[config.mk]
export PLATFORM = sky130hd
export DESIGN_NAME = pcpi_div_param
export DESIGN_NICKNAME = d
export VERILOG_FILES = /design/src/rtl/pcpi_div_pkg.sv /design/src/rtl/pcpi_div_step.sv /design/src/rtl/pcpi_div_param.sv
export SDC_FILE = /design/constraint.sdc
export NUM_CORES = 1
export LEC_CHECK = 0
export BUFFER_PORTS_ARGS = -buffer_cell sky130_fd_sc_hd__buf_2
export CORE_MARGIN = 2
export CORE_UTILIZATION = 45
export CTS_CLUSTER_DIAMETER = 60
export DETAILED_ROUTE_END_ITERATION = 6
export PLACE_DENSITY = 0.73
export RECOVER_POWER = 100
export SYNTH_ARGS = -nofsm -noshare
export SYNTH_HDL_FRONTEND = slang
export SYNTH_HIERARCHICAL = 1
export SYNTH_SLANG_ARGS = --single-unit
[constraint.sdc]
create_clock -name clk -period 10.9 [get_ports clk]
set_input_delay 1.635 -clock clk [delete_from_list [all_inputs] [get_ports clk]]
set_output_delay 1.635 -clock clk [all_outputs]
set_load 0.05 [all_outputs]
[src/rtl/pcpi_div_pkg.sv]
// Shared constants and types for the parametrised PCPI divider.
// Provides the RV32M opcode/funct constants, the FSM state enum, the
// latched-operation control struct and the instruction decode helper.
package pcpi_div_pkg;

  localparam logic [6:0] OPCODE_OP     = 7'b0110011;
  localparam logic [6:0] FUNCT7_MULDIV = 7'b0000001;

  localparam logic [2:0] F3_DIV  = 3'b100;
  localparam logic [2:0] F3_DIVU = 3'b101;
  localparam logic [2:0] F3_REM  = 3'b110;
  localparam logic [2:0] F3_REMU = 3'b111;

  typedef enum logic [1:0] {
    IDLE = 2'd0,
    CALC = 2'd1,
    DONE = 2'd2,
    HOLD = 2'd3
  } div_state_t;

  // Per-operation control latched at acceptance.
  typedef struct packed {
    logic is_rem;   // return remainder instead of quotient
    logic neg_quo;  // negate quotient at completion
    logic neg_rem;  // negate remainder at completion
  } op_ctl_t;

  // True for DIV/DIVU/REM/REMU encodings.
  function automatic logic is_div_insn(input logic [31:0] insn);
    return (insn[6:0] == OPCODE_OP) && (insn[31:25] == FUNCT7_MULDIV) && insn[14];
  endfunction

endpackage

[src/rtl/pcpi_div_step.sv]
// One combinational restoring-division step.
// Ports:
//   rem      - partial remainder accumulator (XLEN+1 bits, top bit always 0)
//   quo      - dividend/quotient shift register; MSB is the next dividend bit
//   divisor  - divisor magnitude
//   rem_next - remainder after shift and conditional subtract
//   quo_next - shift register with the new quotient bit shifted in at bit 0
module pcpi_div_step #(
  parameter int unsigned XLEN = 32
) (
  input  logic [XLEN:0]   rem,
  input  logic [XLEN-1:0] quo,
  input  logic [XLEN-1:0] divisor,
  output logic [XLEN:0]   rem_next,
  output logic [XLEN-1:0] quo_next
);

  logic [XLEN:0] shifted;
  logic [XLEN:0] trial;
  logic          unused_rem_top;

  // Remainder is always below the divisor, so its top bit never carries data.
  assign unused_rem_top = rem[XLEN];

  assign shifted  = {rem[XLEN-1:0], quo[XLEN-1]};
  assign trial    = shifted - {1'b0, divisor};

  // A set sign bit on the trial means the subtract underflowed: restore.
  assign rem_next = trial[XLEN] ? shifted : trial;
  assign quo_next = {quo[XLEN-2:0], ~trial[XLEN]};

endmodule

[src/rtl/pcpi_div_param.sv]
// Parametrised PCPI divider for RV M-extension DIV/DIVU/REM/REMU.
// Retires RADIX_LOG2 quotient bits per clock using a chain of restoring
// steps; divide-by-zero and signed overflow complete in one edge; the
// operation is abandoned if pcpi_valid drops while calculating.
// Optional macro PCPI_DIV_REUSE_EN: remember the last completed operands
// and results so a repeated rs1/rs2/signedness pair completes in one edge.
// Ports:
//   clk, resetn          - clock, asynchronous active-low reset
//   pcpi_valid/insn      - instruction offered by the core
//   pcpi_rs1/rs2         - dividend / divisor
//   pcpi_wr/ready        - one-cycle completion and write-back strobe
//   pcpi_rd              - result, held until the next completion
//   pcpi_wait            - busy while an accepted op is in flight
module pcpi_div_param
  import pcpi_div_pkg::*;
#(
  parameter int unsigned XLEN       = 32,
  parameter int unsigned RADIX_LOG2 = 1
) (
  input  logic            clk,
  input  logic            resetn,
  input  logic            pcpi_valid,
  input  logic [31:0]     pcpi_insn,
  input  logic [XLEN-1:0] pcpi_rs1,
  input  logic [XLEN-1:0] pcpi_rs2,
  output logic            pcpi_wr,
  output logic [XLEN-1:0] pcpi_rd,
  output logic            pcpi_wait,
  output logic            pcpi_ready
);

  localparam int unsigned STEPS = XLEN / RADIX_LOG2;
  localparam int unsigned CW    = $clog2(STEPS + 1);
  localparam logic [XLEN-1:0] MOST_NEG = {1'b1, {(XLEN-1){1'b0}}};

  div_state_t      state_q, state_d;
  logic [CW-1:0]   count_q, count_d;
  logic [XLEN-1:0] quo_q, quo_d;
  logic [XLEN-1:0] dvs_q, dvs_d;
  logic [XLEN:0]   rem_q, rem_d;
  op_ctl_t         ctl_q, ctl_d;
  logic            wait_q, wait_d;
  logic            ready_q, ready_d;
  logic            wr_q, wr_d;
  logic [XLEN-1:0] rd_q, rd_d;

  logic            start_c, signed_c, s1_c, s2_c, div0_c, ovf_c, hit_c;
  logic [XLEN-1:0] mag1_c, mag2_c, q_fin_c, r_fin_c;
  logic            unused_insn;

  assign unused_insn = ^{pcpi_insn[24:15], pcpi_insn[11:7]};

  // Decode and operand preparation for the acceptance edge.
  assign start_c  = pcpi_valid && is_div_insn(pcpi_insn);
  assign signed_c = ~pcpi_insn[12];
  assign s1_c     = signed_c & pcpi_rs1[XLEN-1];
  assign s2_c     = signed_c & pcpi_rs2[XLEN-1];
  assign mag1_c   = s1_c ? ('0 - pcpi_rs1) : pcpi_rs1;
  assign mag2_c   = s2_c ? ('0 - pcpi_rs2) : pcpi_rs2;
  assign div0_c   = (pcpi_rs2 == '0);
  assign ovf_c    = signed_c && (pcpi_rs1 == MOST_NEG) && (pcpi_rs2 == '1);

  // Sign correction applied when the result is registered.
  assign q_fin_c = ctl_q.neg_quo ? ('0 - quo_q) : quo_q;
  assign r_fin_c = ctl_q.neg_rem ? ('0 - rem_q[XLEN-1:0]) : rem_q[XLEN-1:0];

  // Chain of restoring steps evaluated each CALC cycle.
  logic [XLEN:0]   rem_chain [RADIX_LOG2+1];
  logic [XLEN-1:0] quo_chain [RADIX_LOG2+1];

  assign rem_chain[0] = rem_q;
  assign quo_chain[0] = quo_q;

  for (genvar g = 0; g < int'(RADIX_LOG2); g++) begin : g_step
    pcpi_div_step #(.XLEN(XLEN)) u_step (
      .rem      (rem_chain[g]),
      .quo      (quo_chain[g]),
      .divisor  (dvs_q),
      .rem_next (rem_chain[g+1]),
      .quo_next (quo_chain[g+1])
    );
  end

`ifdef PCPI_DIV_REUSE_EN
  logic            last_valid_q, last_valid_d;
  logic            last_uns_q, last_uns_d;
  logic [XLEN-1:0] last_rs1_q, last_rs1_d;
  logic [XLEN-1:0] last_rs2_q, last_rs2_d;
  logic [XLEN-1:0] last_quo_q, last_quo_d;
  logic [XLEN-1:0] last_rem_q, last_rem_d;

  assign hit_c = last_valid_q && (pcpi_rs1 == last_rs1_q) && (pcpi_rs2 == last_rs2_q) &&
                 (pcpi_insn[12] == last_uns_q);
`else
  assign hit_c = 1'b0;
`endif

  // State register.
  always_ff @(posedge clk or negedge resetn) begin
    if (!resetn) state_q <= IDLE;
    else         state_q <= state_d;
  end

  // Next-state logic.
  always_comb begin
    state_d = state_q;
    case (state_q)
      IDLE: if (start_c) state_d = (div0_c || ovf_c || hit_c) ? DONE : CALC;
      CALC: begin
        if (!pcpi_valid)            state_d = IDLE;
        else if (count_q == CW'(1)) state_d = DONE;
      end
      DONE: state_d = HOLD;
      HOLD: if (!pcpi_valid) state_d = IDLE;
      default: state_d = IDLE;
    endcase
  end

  // Output and datapath next values.
  always_comb begin
    count_d = count_q;
    quo_d   = quo_q;
    dvs_d   = dvs_q;
    rem_d   = rem_q;
    ctl_d   = ctl_q;
    wait_d  = wait_q;
    ready_d = 1'b0;
    wr_d    = 1'b0;
    rd_d    = rd_q;
`ifdef PCPI_DIV_REUSE_EN
    last_valid_d = last_valid_q;
    last_uns_d   = last_uns_q;
    last_rs1_d   = last_rs1_q;
    last_rs2_d   = last_rs2_q;
    last_quo_d   = last_quo_q;
    last_rem_d   = last_rem_q;
`endif
    case (state_q)
      IDLE: begin
        if (start_c) begin
          wait_d        = 1'b1;
          count_d       = CW'(STEPS);
          ctl_d.is_rem  = pcpi_insn[13];
          ctl_d.neg_quo = 1'b0;
          ctl_d.neg_rem = 1'b0;
          if (div0_c) begin
            quo_d = '1;
            rem_d = {1'b0, pcpi_rs1};
          end else if (ovf_c) begin
            quo_d = pcpi_rs1;
            rem_d = '0;
          end else if (hit_c) begin
`ifdef PCPI_DIV_REUSE_EN
            quo_d = last_quo_q;
            rem_d = {1'b0, last_rem_q};
`endif
          end else begin
            quo_d         = mag1_c;
            rem_d         = '0;
            dvs_d         = mag2_c;
            ctl_d.neg_quo = s1_c ^ s2_c;
            ctl_d.neg_rem = s1_c;
          end
`ifdef PCPI_DIV_REUSE_EN
          // Key is captured now; results become valid only on completion.
          last_valid_d = 1'b0;
          last_uns_d   = pcpi_insn[12];
          last_rs1_d   = pcpi_rs1;
          last_rs2_d   = pcpi_rs2;
`endif
        end
      end
      CALC: begin
        if (!pcpi_valid) begin
          wait_d = 1'b0;
        end else begin
          quo_d   = quo_chain[RADIX_LOG2];
          rem_d   = rem_chain[RADIX_LOG2];
          count_d = count_q - CW'(1);
        end
      end
      DONE: begin
        rd_d    = ctl_q.is_rem ? r_fin_c : q_fin_c;
        ready_d = 1'b1;
        wr_d    = 1'b1;
        wait_d  = 1'b0;
`ifdef PCPI_DIV_REUSE_EN
        last_valid_d = 1'b1;
        last_quo_d   = q_fin_c;
        last_rem_d   = r_fin_c;
`endif
      end
      default: ;
    endcase
  end

  // Datapath and output registers.
  always_ff @(posedge clk or negedge resetn) begin
    if (!resetn) begin
      count_q <= '0;
      quo_q   <= '0;
      dvs_q   <= '0;
      rem_q   <= '0;
      ctl_q   <= '0;
      wait_q  <= 1'b0;
      ready_q <= 1'b0;
      wr_q    <= 1'b0;
      rd_q    <= '0;
`ifdef PCPI_DIV_REUSE_EN
      last_valid_q <= 1'b0;
      last_uns_q   <= 1'b0;
      last_rs1_q   <= '0;
      last_rs2_q   <= '0;
      last_quo_q   <= '0;
      last_rem_q   <= '0;
`endif
    end else begin
      count_q <= count_d;
      quo_q   <= quo_d;
      dvs_q   <= dvs_d;
      rem_q   <= rem_d;
      ctl_q   <= ctl_d;
      wait_q  <= wait_d;
      ready_q <= ready_d;
      wr_q    <= wr_d;
      rd_q    <= rd_d;
`ifdef PCPI_DIV_REUSE_EN
      last_valid_q <= last_valid_d;
      last_uns_q   <= last_uns_d;
      last_rs1_q   <= last_rs1_d;
      last_rs2_q   <= last_rs2_d;
      last_quo_q   <= last_quo_d;
      last_rem_q   <= last_rem_d;
`endif
    end
  end

  assign pcpi_wait  = wait_q;
  assign pcpi_ready = ready_q;
  assign pcpi_wr    = wr_q;
  assign pcpi_rd    = rd_q;

endmodule

==> results_dict.tcl <==
set metrics [dict create \
    dr.first_iter.drc_count 823 \
    setup_viol 0 \
    worstPathCellList "inv_1 -> ha_1 -> fa_1 -> or2b_1 -> a21oi_1 -> o21bai_1 -> a21oi_1 -> o2111ai_1 -> a311o_1 -> o211ai_1 -> ha_1 -> clkbuf_1 -> inv_1 -> or4b_1 -> o311ai_0 -> a221oi_1 -> nor2_1" \
    slowest_delay_ps 1460 \
    cts_setup_buffers 0 \
    finalClockSkew_ps 8.776 \
    synth_nets 1535 \
    numCtsBuffers 17 \
    path_clk_slew_ps 60 \
    numClockSinks 141 \
    dr.pass1.iters 6 \
    grt_usage_pct 24.10 \
    area_growth_syn_to_layout_pct 9.565 \
    status "complete, but fails checks" \
    antenna_found_initial 4 \
    hpwl_mm 25.33 \
    cpLargestDelayFamily "buffers and inverters" \
    maxClockFrequency_mhz 149.3 \
    via_per_inst 5.988 \
    hold_path.class "flip-flop to flip-flop" \
    layout-drive-gt1-share_pct 14.05 \
    grt_max_degree 94 \
    drv_cap 4 \
    hold_viol_final 0 \
    nNetsFinal 1578 \
    synth_cells 1389 \
    slowest_stage "clkbuf_1" \
    vias 10670 \
    period_share_pct 61.46 \
    clk_path_buf_depth 2 \
    ys.warnings.count 6 \
    num_rows 59 \
    die-area_mm2 0.02744 \
    htreeDepth 4 \
    cts_tree "done" \
    crit_arrival_ps 7050 \
    gp_congestion 0.8898 \
    grt_pass1_wl_mm 54.13 \
    synth.avg_cell_area_um2 8.467 \
    ant_nets 0 \
    p_leak_uw 0.005072 \
    synth_area_mm2 0.01176 \
    final_core_util_pct 49.87 \
    routedWlPerCell_um 18.72 \
    cts_hold_buf 0 \
    ioPinCount 134 \
    worstMarginPinSlew_ps 4882 \
    core_area_mm2 0.02584 \
    die_h_um 165.7 \
    crit_type "flip-flop to flip-flop" \
    slew_violations 226 \
    tns_ps 0 \
    period_needed_ps 6699 \
    powerDensity_mw_per_mm2 307.7 \
    clockRootBuffer "clkbuf_16" \
    crit_fanout 41 \
    rsz0062_at_grt "false" \
    peakVddDrop_mv 0.1508 \
    violations "max-capacitance violations, max-slew violations" \
    cp.required_ps 11250 \
    initial_core_util_pct 45.52 \
    die_w_um 165.7 \
    drc 0 \
    grt_pass1_vias 10130 \
    start_kind "flip-flop" \
    clk_latency_ps 430 \
    port_buffers 118 \
    relSlewSlack_pct -225.5 \
    critPathCaptureType "flip-flop" \
    grt.overflow.total 0 \
    cp.buffers_inverters 3 \
    routed_wl_mm 33.36 \
    postCtsResizedCells 0 \
    nFillCells 2521 \
]
-- cell usage in the layout (no fill, tap or decap), types with 11 or more instances in the layout --
master / instances
nand3_1: 25
nor4_1: 23
dfrtp_1: 141
o41ai_1: 19
or3_1: 32
a21oi_1: 79
o21ai_0: 76
o21a_1: 26
a31oi_1: 19
mux2_2: 45
mux2i_1: 11
buf_2: 80
nor3_1: 25
nand4_1: 19
o31ai_1: 23
nand2b_1: 15
inv_1: 64
ha_1: 46
nand2_1: 86
or4_1: 18
a21o_1: 15
xnor2_1: 67
clkbuf_1: 44
o211ai_1: 12
xor2_1: 55
o221ai_1: 11
o22ai_1: 11
nor2_1: 142
a221oi_1: 35
clkbuf_16: 17
-- routing by layer --
metal  vias to the layer above  share of wire [%]  track usage (%)
met5                         -              0.081                0
li1                       5205                  -                -
met1                      5056                 45            33.45
met2                       360                 45            38.41
met3                        45                7.3            4.636
met4                         4                2.1            6.843
-- state kept, by name, indices dropped and copies added (netlist names) --
register   flops
pcpi_wr        1
ctl_q          3
quo_q         32
count_q        6
state_q        2
rem_q         32
pcpi_rd       32
dvs_q         32
pcpi_wait      1
-- per-stage QoR --
step                setup slack (ps)  std cells  total power, uW  instance area, um^2  hold WS, ps
floorplan                       6887       1389             2800                11760        480.6
global placement                6036       1748             3246                12340        457.4
detailed placement              6057       1748             3284                12340        469.0
CTS                             6016       1780             3958                12990        482.1
global route                    3715       1780             4278                12880        516.0
finish                          4201       1782             3964                12880        482.0
-- path summary, 6_finish.rpt --
check	start	endpoint	slack, ps	cells after the start
max	quo_q[31]	rem_q[20]	4200	17
min	pcpi_rd[10]	pcpi_rd[10]	480	1
max reg2reg	quo_q[31]	rem_q[20]	4200	17
min reg2reg	pcpi_rd[10]	pcpi_rd[10]	480	1
max in group asynchronous	resetn	rem_q[18]	5210	1
min in group asynchronous	resetn	pcpi_rd[24]	2960	1
-- final cells by class --
type | instances | area [um^2] | area share [%]
Multi-Input combinational cell | 1075 | 7413 | 57.54
Sequential cell | 141 | 3528 | 27.38
Timing Repair Buffer | 131 | 618.1 | 4.797
Clock buffer | 18 | 439.2 | 3.408
Tap cell | 335 | 419.2 | 3.253
Inverter | 66 | 247.7 | 1.923
Clock inverter | 14 | 214.0 | 1.661
Antenna cell | 2 | 5.005 | 0.03884
-- where the power goes --
| group | internal [uW] | switching (uW) |
|---|---|---|
| clock network | 413 | 238 |
| logic | 867 | 1410 |
| registers | 723 | 313 |
Note: power is estimated with default switching activity, not from simulation.
